**src/rtl/alu_issue_seq.sv**
```systemverilog
// rtl/alu_issue_seq.sv - execute-stage sequencer: decodes a request, drives the ALU, returns the result
// Optional: ALU_SEQ_BRANCH_EN enables BEQ/BNE decode and rsp_taken.
module alu_issue_seq #(
  parameter int DATA_W = 32,
  parameter int OP_W   = 4
) (
  input  logic              clk,
  input  logic              rst_n,
  input  logic              req_valid,
  output logic              req_ready,
  input  logic [6:0]        req_opcode,
  input  logic [2:0]        req_funct3,
  input  logic              req_funct7b5,
  input  logic [DATA_W-1:0] req_rs1,
  input  logic [DATA_W-1:0] req_rs2,
  input  logic [DATA_W-1:0] req_imm,
  output logic [DATA_W-1:0] alu_op1,
  output logic [DATA_W-1:0] alu_op2,
  output logic [OP_W-1:0]   alu_op,
  input  logic [DATA_W-1:0] alu_result,
  input  logic              alu_zero,
  output logic              rsp_valid,
  input  logic              rsp_ready,
  output logic [DATA_W-1:0] rsp_result,
  output logic              rsp_taken,
  output logic              rsp_illegal
);

  localparam logic [OP_W-1:0] ALU_AND = OP_W'(4'b0000);
  localparam logic [OP_W-1:0] ALU_OR  = OP_W'(4'b0001);
  localparam logic [OP_W-1:0] ALU_ADD = OP_W'(4'b0010);
  localparam logic [OP_W-1:0] ALU_SUB = OP_W'(4'b0110);

  typedef enum logic [1:0] {IDLE, EXEC, RESP} state_t;

  state_t            r_state;
  state_t            w_state_nxt;
  logic              w_accept;
  logic [OP_W-1:0]   w_op;
  logic              w_use_imm;
  logic              w_illegal;
  logic [DATA_W-1:0] r_alu_op1;
  logic [DATA_W-1:0] r_alu_op2;
  logic [OP_W-1:0]   r_alu_op;
  logic              r_illegal;
  logic [DATA_W-1:0] r_rsp_result;
  logic              r_rsp_illegal;
`ifdef ALU_SEQ_BRANCH_EN
  logic              w_is_br;
  logic              w_br_ne;
  logic              r_is_br;
  logic              r_br_ne;
  logic              r_rsp_taken;
`else
  logic              w_unused_zero;
  assign w_unused_zero = alu_zero;
`endif

  always_comb begin
    w_op      = ALU_AND;
    w_use_imm = 1'b0;
    w_illegal = 1'b0;
`ifdef ALU_SEQ_BRANCH_EN
    w_is_br   = 1'b0;
    w_br_ne   = 1'b0;
`endif
    case (req_opcode)
      7'b0110011: begin
        case (req_funct3)
          3'b000:  w_op = req_funct7b5 ? ALU_SUB : ALU_ADD;
          3'b111:  w_op = ALU_AND;
          3'b110:  w_op = ALU_OR;
          default: w_illegal = 1'b1;
        endcase
      end
      7'b0010011: begin
        w_use_imm = 1'b1;
        case (req_funct3)
          3'b000:  w_op = ALU_ADD;
          3'b111:  w_op = ALU_AND;
          3'b110:  w_op = ALU_OR;
          default: w_illegal = 1'b1;
        endcase
      end
      7'b0000011, 7'b0100011: begin
        w_use_imm = 1'b1;
        w_op      = ALU_ADD;
      end
`ifdef ALU_SEQ_BRANCH_EN
      7'b1100011: begin
        w_op    = ALU_SUB;
        w_is_br = 1'b1;
        if (req_funct3 == 3'b001) w_br_ne = 1'b1;
        else if (req_funct3 != 3'b000) w_illegal = 1'b1;
      end
`endif
      default: w_illegal = 1'b1;
    endcase
  end

  always_ff @(posedge clk or negedge rst_n) begin
    if (!rst_n) r_state <= IDLE;
    else        r_state <= w_state_nxt;
  end

  always_comb begin
    w_state_nxt = r_state;
    req_ready   = 1'b0;
    rsp_valid   = 1'b0;
    w_accept    = 1'b0;
    case (r_state)
      IDLE: begin
        req_ready = 1'b1;
        if (req_valid) begin
          w_accept    = 1'b1;
          w_state_nxt = EXEC;
        end
      end
      EXEC: w_state_nxt = RESP;
      RESP: begin
        rsp_valid = 1'b1;
        if (rsp_ready) w_state_nxt = IDLE;
      end
      default: w_state_nxt = IDLE;
    endcase
  end

  // Illegal requests present zero operands and AND so the ALU sees a quiet, known input.
  always_ff @(posedge clk or negedge rst_n) begin
    if (!rst_n) begin
      r_alu_op1     <= '0;
      r_alu_op2     <= '0;
      r_alu_op      <= ALU_AND;
      r_illegal     <= 1'b0;
      r_rsp_result  <= '0;
      r_rsp_illegal <= 1'b0;
`ifdef ALU_SEQ_BRANCH_EN
      r_is_br       <= 1'b0;
      r_br_ne       <= 1'b0;
      r_rsp_taken   <= 1'b0;
`endif
    end else begin
      if (w_accept) begin
        r_alu_op1 <= w_illegal ? '0 : req_rs1;
        r_alu_op2 <= w_illegal ? '0 : (w_use_imm ? req_imm : req_rs2);
        r_alu_op  <= w_illegal ? ALU_AND : w_op;
        r_illegal <= w_illegal;
`ifdef ALU_SEQ_BRANCH_EN
        r_is_br   <= w_is_br && !w_illegal;
        r_br_ne   <= w_br_ne;
`endif
      end
      if (r_state == EXEC) begin
        r_rsp_result  <= r_illegal ? '0 : alu_result;
        r_rsp_illegal <= r_illegal;
`ifdef ALU_SEQ_BRANCH_EN
        r_rsp_taken   <= r_is_br && (alu_zero ^ r_br_ne);
`endif
      end
    end
  end

  assign alu_op1     = r_alu_op1;
  assign alu_op2     = r_alu_op2;
  assign alu_op      = r_alu_op;
  assign rsp_result  = r_rsp_result;
  assign rsp_illegal = r_rsp_illegal;
`ifdef ALU_SEQ_BRANCH_EN
  assign rsp_taken   = r_rsp_taken;
`else
  assign rsp_taken   = 1'b0;
`endif

endmodule

```
**config.mk**
```make
export PLATFORM = sky130hd
export DESIGN_NAME = alu_issue_seq
export DESIGN_NICKNAME = d
export VERILOG_FILES = /design/src/rtl/alu_issue_seq.sv
export SDC_FILE = /design/constraint.sdc
export NUM_CORES = 1
export LEC_CHECK = 0
export CAP_MARGIN = 20
export CORE_UTILIZATION = 40
export DETAILED_ROUTE_END_ITERATION = 10
export GPL_TIMING_DRIVEN = 1
export PLACE_DENSITY = 0.84
export SYNTH_ARGS = -nofsm -noshare
export SYNTH_HDL_FRONTEND = slang
export SYNTH_SLANG_ARGS = --single-unit
```
**constraint.sdc**
```tcl
create_clock -name clk -period 4.43 [get_ports clk]
set_input_delay 0.886 -clock clk [delete_from_list [all_inputs] [get_ports clk]]
set_output_delay 0.886 -clock clk [all_outputs]
set_load 0.03 [all_outputs]
```
Yosys cells after proc, flatten, opt, wreduce, memory -nomap -nowiden. Cells that the tools add are included.

Output and inout port bits: 104. Word-level logic and storage cells: 43. Register bits: 104.

Equality and inequality tests: 10. Reductions and logical operators: 7. Multiplexer cells: 19.

Operator list (count): $mux W32 (4); $eq A7 B6 Y1 const B (2); $pmux W3 S3 (1); $eq A7 B2 Y1 const B (1); $eq A7 B5 Y1 const B (1); $eq A3 B3 Y1 const B (2); $mux W1 (6); $pmux W2 S3 (1); $pmux W3 S2 (1); $reduce_or A3 Y1 (2); $mux W2 (2); $mux W4 (1); $ne A2 B2 Y1 const B (2); $pmux W2 S2 (1); $reduce_or A2 Y1 (2); $logic_not A3 Y1 (1); $mux W3 (1); $eq A2 B1 Y1 const B (1); $eq A2 B2 Y1 const B (1); $logic_not A2 Y1 (1); $pmux W1 S2 (1); $reduce_and A2 Y1 (1).

Depth between registers and ports, before layout.
Depth in word-level cells: 5. Gate-level depth with buffers: 6. Mapped depth without buffers: 3.

Worst setup path after synthesis. OpenSTA, ideal clock, no wires.

Path kind: input to register. Start point: input port req_funct3[1]. End point: register r_alu_op2[10], in the netlist alu_op2[10]. Arrival time: 2060 ps. Stages on the path: 4. Library setup time: 82 ps. Buffers on the path: 1. Path slack: 2287 ps. Data required time: 4348 ps. Cell sequence: o31a_1 > a2111o_4 > buf_6 > a22oi_2.

Word-level cells in the longest chain between the ends: 5. Elaborated cells on any way between the ends: 7.

RTL lines: start, declared (line 12) `input logic [2:0] req_funct3,`; $eq A3 B3 Y1 or $logic_not A3 Y1 (tied branches) (line 69, 78); $reduce_or A3 Y1 (no line) (*); $mux W1 (*) (line 69, 78); $pmux W1 S2 (*) (line 67) `case (req_opcode)`; $mux W32 (*) (line 145) `r_alu_op2 <= w_illegal ? '0 : (w_use_imm ? req_imm : req_rs2);`; end signal, assigned (line 145); end, declared (line 43) `logic [DATA_W-1:0] r_alu_op2;`.

Every way passes the cells marked *; elsewhere a longest branch is shown, timed or not. A chain may end at the register's enable or synchronous reset.

Worst setup path after layout.
Start point: input port req_valid. End point: register r_alu_op2[26], in the netlist alu_op2[26].

Word-level cells in the longest chain between the ends: 2.

RTL lines: start, declared (line 9) `input logic req_valid,`; $mux W1 (line 114) `if (req_valid) begin`; $mux W1 (line 111) `case (r_state)`.

No other way between the ends.

==> results_dict.tcl <==
set metrics [dict create \
    rsz_0062_raised_after_global_routing "no" \
    path_cells "clkdlybuf4s50_1 -> or3b_4 -> buf_4 -> nand2_1 -> a22oi_2" \
    floorplan.core_area_um2 11100 \
    power_leakage_nw 2.89 \
    ys_top_cells_by_area "sky130_fd_sc_hd__dfrtp_1, sky130_fd_sc_hd__nand2_1, sky130_fd_sc_hd__a22oi_2" \
    ys_types 31 \
    edff_count_synth 0 \
    first_global_vias 4303 \
    layout-drive-gt1-share 0.0883 \
    min-delay-start "rsp_illegal$_DFFE_PN0N_" \
    cp_slowest_stage_delay_ns 0.66 \
    final_area_um2 7390 \
    synthesis.instances 433 \
    drt_first_iter_violations 239 \
    arrival_ns 2.85 \
    r2r_start "r_state[1]$_DFFE_PN0P_" \
    die_area_um2 12000 \
    achievable-frequency_mhz 386 \
    slowest_cell_on_the_critical_path "sky130_fd_sc_hd__buf_4" \
    cts.sinks 103 \
    ys_dominant_reg_cell "sky130_fd_sc_hd__dfrtp_1" \
    yosysTopAreaCell "sky130_fd_sc_hd__dfrtp_1" \
    cp_max_fo 74 \
    cap_viol_max_count 0 \
    i_o_pin_total 248 \
    drv_slew 0 \
    status "complete, no violations" \
    die_width_um 110 \
    avgViaCountPerCell 5.45 \
    finalSetupViolations 0 \
    number_of_antenna_violations_at_the_first_check_in_global_routing 0 \
    worst_ir_drop_vdd_uv 191 \
    cellPowerDensity_nw_per_um2 322 \
    postLayoutCoreUtil 0.667 \
    floorplan.die.height_um 110 \
    drtPass1Iterations 4 \
    worstHoldPathType "flip-flop to flip-flop" \
    hold_viol_final 0 \
    placement_rows 38 \
    syn_avg_cell_area_um2 10.7 \
    area.growth.synth_to_final_pct 59.2 \
    port_buffers 244 \
    num_antenna_cells 0 \
    post-route-period-util 0.585 \
    clk_latency_ns 0.35 \
    antenna_left 0 \
    yosys_register_bits 103 \
    critPathCaptureType "flip-flop" \
    drt_drc_violations_left 0 \
    detailroute.via_count 4345 \
    start_util 0.419 \
    yosysTopAreaCellShare 0.555 \
    number_of_h_tree_branching_levels 3 \
    overflow 0 \
    route.final.wire_length_mm 14.4 \
    tightestPinTransition_ns 0.991 \
    place_congestion 0.799 \
    maximum_number_of_pins_on_one_net_before_global_route_repair 77 \
    synthesis.area_um2 4640 \
    finish.net_count 796 \
    number_of_buffers_inserted_for_hold_repair_after_clock_tree_synthesis 0 \
    clk_transition_reported_paths_ns 0.07 \
    period_needed_ns 2.59 \
    pre_cts_ws_ns 1.48 \
    critPathLaunch "req_valid" \
    postSynth.asyncResetShare 1.00 \
    layout.filler_cells 858 \
    seq_area_frac_synth 0.555 \
    worst_skew_ns 0.00763 \
    root_buffer "sky130_fd_sc_hd__clkbuf_16" \
    critical_path_class "input pin to flip-flop" \
    ys_warn_count 0 \
    wire_per_inst_um 18.0 \
    cts_tree "done" \
    relSlewSlack 0.339 \
    placed_area_um2 7110 \
    worstPathRequired_ns 4.69 \
    grt_first_pass_wirelength_mm 21.8 \
    totalNegativeSetupSlack_ns 0 \
    cp_startpoint_kind "input pin" \
    cts_buffers 9 \
    postCtsSetupRepairBufs 0 \
    globalRouteTotalUtil 0.240 \
    place_hpwl_mm 10.2 \
    layout_setup_ws_ns 1.84 \
    clock_tree.buffer_depth 2 \
    ctsResizeCount 0 \
]
worst max-delay path, delay by kind of cell:
| kind | cells | cell delay (ns) |
|---|---|---|
| buffers and inverters | 2 | 1.05 |
| and+or+nand+nor | 2 | 0.64 |
| AOI/OAI and AO/OA | 1 | 0.22 |
flip-flops by register name, summed over array words and instances, names as in the netlist:
name / count
alu_op: 3
alu_op1: 32
alu_op2: 32
r_illegal: 1
r_state: 2
rsp_illegal: 1
rsp_result: 32
stage by stage:
step,hold slack [ns],cells,total power [mW]
final,0.482,797,2.38
after global routing,0.508,797,2.49
after CTS,0.485,797,2.40
after detailed placement,0.470,781,1.64
after global placement,0.463,781,1.63
after floorplan,0.560,434,1.35
final cells by class:
| class | instances | area [um2] | area share |
|---|---|---|---|
| Clock buffer | 11 | 243 | 0.0328 |
| Clock inverter | 5 | 41.3 | 0.00559 |
| Inverter | 3 | 11.3 | 0.00152 |
| Multi-Input combinational cell | 285 | 1860 | 0.251 |
| Sequential cell | 103 | 2580 | 0.349 |
| Tap cell | 140 | 175 | 0.0237 |
| Timing Repair Buffer | 250 | 2480 | 0.336 |
layout by cell type (no fill, tap or decap), types with 2 or more instances in the layout:
master                            Yosys  final
sky130_fd_sc_hd__dfrtp_1            103    103
sky130_fd_sc_hd__buf_4                2      7
sky130_fd_sc_hd__o21ai_0             68     68
sky130_fd_sc_hd__a22o_1              32     32
sky130_fd_sc_hd__clkdlybuf4s50_1      0    243
sky130_fd_sc_hd__clkbuf_16            0      9
sky130_fd_sc_hd__a22oi_1              2      2
sky130_fd_sc_hd__clkinv_4             0      2
sky130_fd_sc_hd__conb_1               1      2
sky130_fd_sc_hd__nand2_1            101    101
sky130_fd_sc_hd__clkinvlp_4           0      2
sky130_fd_sc_hd__a32oi_1             32     32
sky130_fd_sc_hd__inv_1                2      2
sky130_fd_sc_hd__a22oi_2             30     30
sky130_fd_sc_hd__nand2b_1             3      2
cells in the mapped netlist (2+ instances only):
library cell,count
sky130_fd_sc_hd__nand2_1,101
sky130_fd_sc_hd__a22oi_2,30
sky130_fd_sc_hd__dfrtp_1,103
sky130_fd_sc_hd__nand2b_1,3
sky130_fd_sc_hd__o21ai_0,68
sky130_fd_sc_hd__buf_4,2
sky130_fd_sc_hd__a32oi_1,32
sky130_fd_sc_hd__inv_1,2
sky130_fd_sc_hd__a22oi_1,2
sky130_fd_sc_hd__a22o_1,32
sky130_fd_sc_hd__clkbuf_1,32
sky130_fd_sc_hd__buf_6,6
sky130_fd_sc_hd__buf_2,2
layer usage:
metal	wire (um)	up-vias	part of all wire	track usage
li1	-	2022	-	-
met1	5540	2093	0.39	0.276
met2	7190	202	0.50	0.420
met3	1320	28	0.092	0.0652
met4	309	0	0.022	0.0990
met5	0	-	0	0
final timing paths:
check	end	slack, ns	depth (start not counted)
min reg2reg	rsp_illegal$_DFFE_PN0N_	0.48	2
max reg2reg	alu_op2[26]$_DFFE_PN0P_	2.40	3
min	rsp_illegal$_DFFE_PN0N_	0.48	2
min in group asynchronous	alu_op1[10]$_DFFE_PN0P_	0.67	1
max	alu_op2[26]$_DFFE_PN0P_	1.84	5
max in group asynchronous	alu_op2[15]$_DFFE_PN0P_	2.78	2
kinds of logic after synthesis:
group,Yosys count,synth area share
AOI/OAI and AO/OA,171,0.297
buffers and inverters,46,0.0491
DFF,103,0.555
and+or+nand+nor,112,0.0979
other,1,0.000808
where the power goes:
group	internal [mW]	switching, mW
clock network	0.401	0.356
registers	0.986	0.0292
logic	0.238	0.369
total	1.63	0.754
Note: power is estimated with default switching activity, not from simulation.
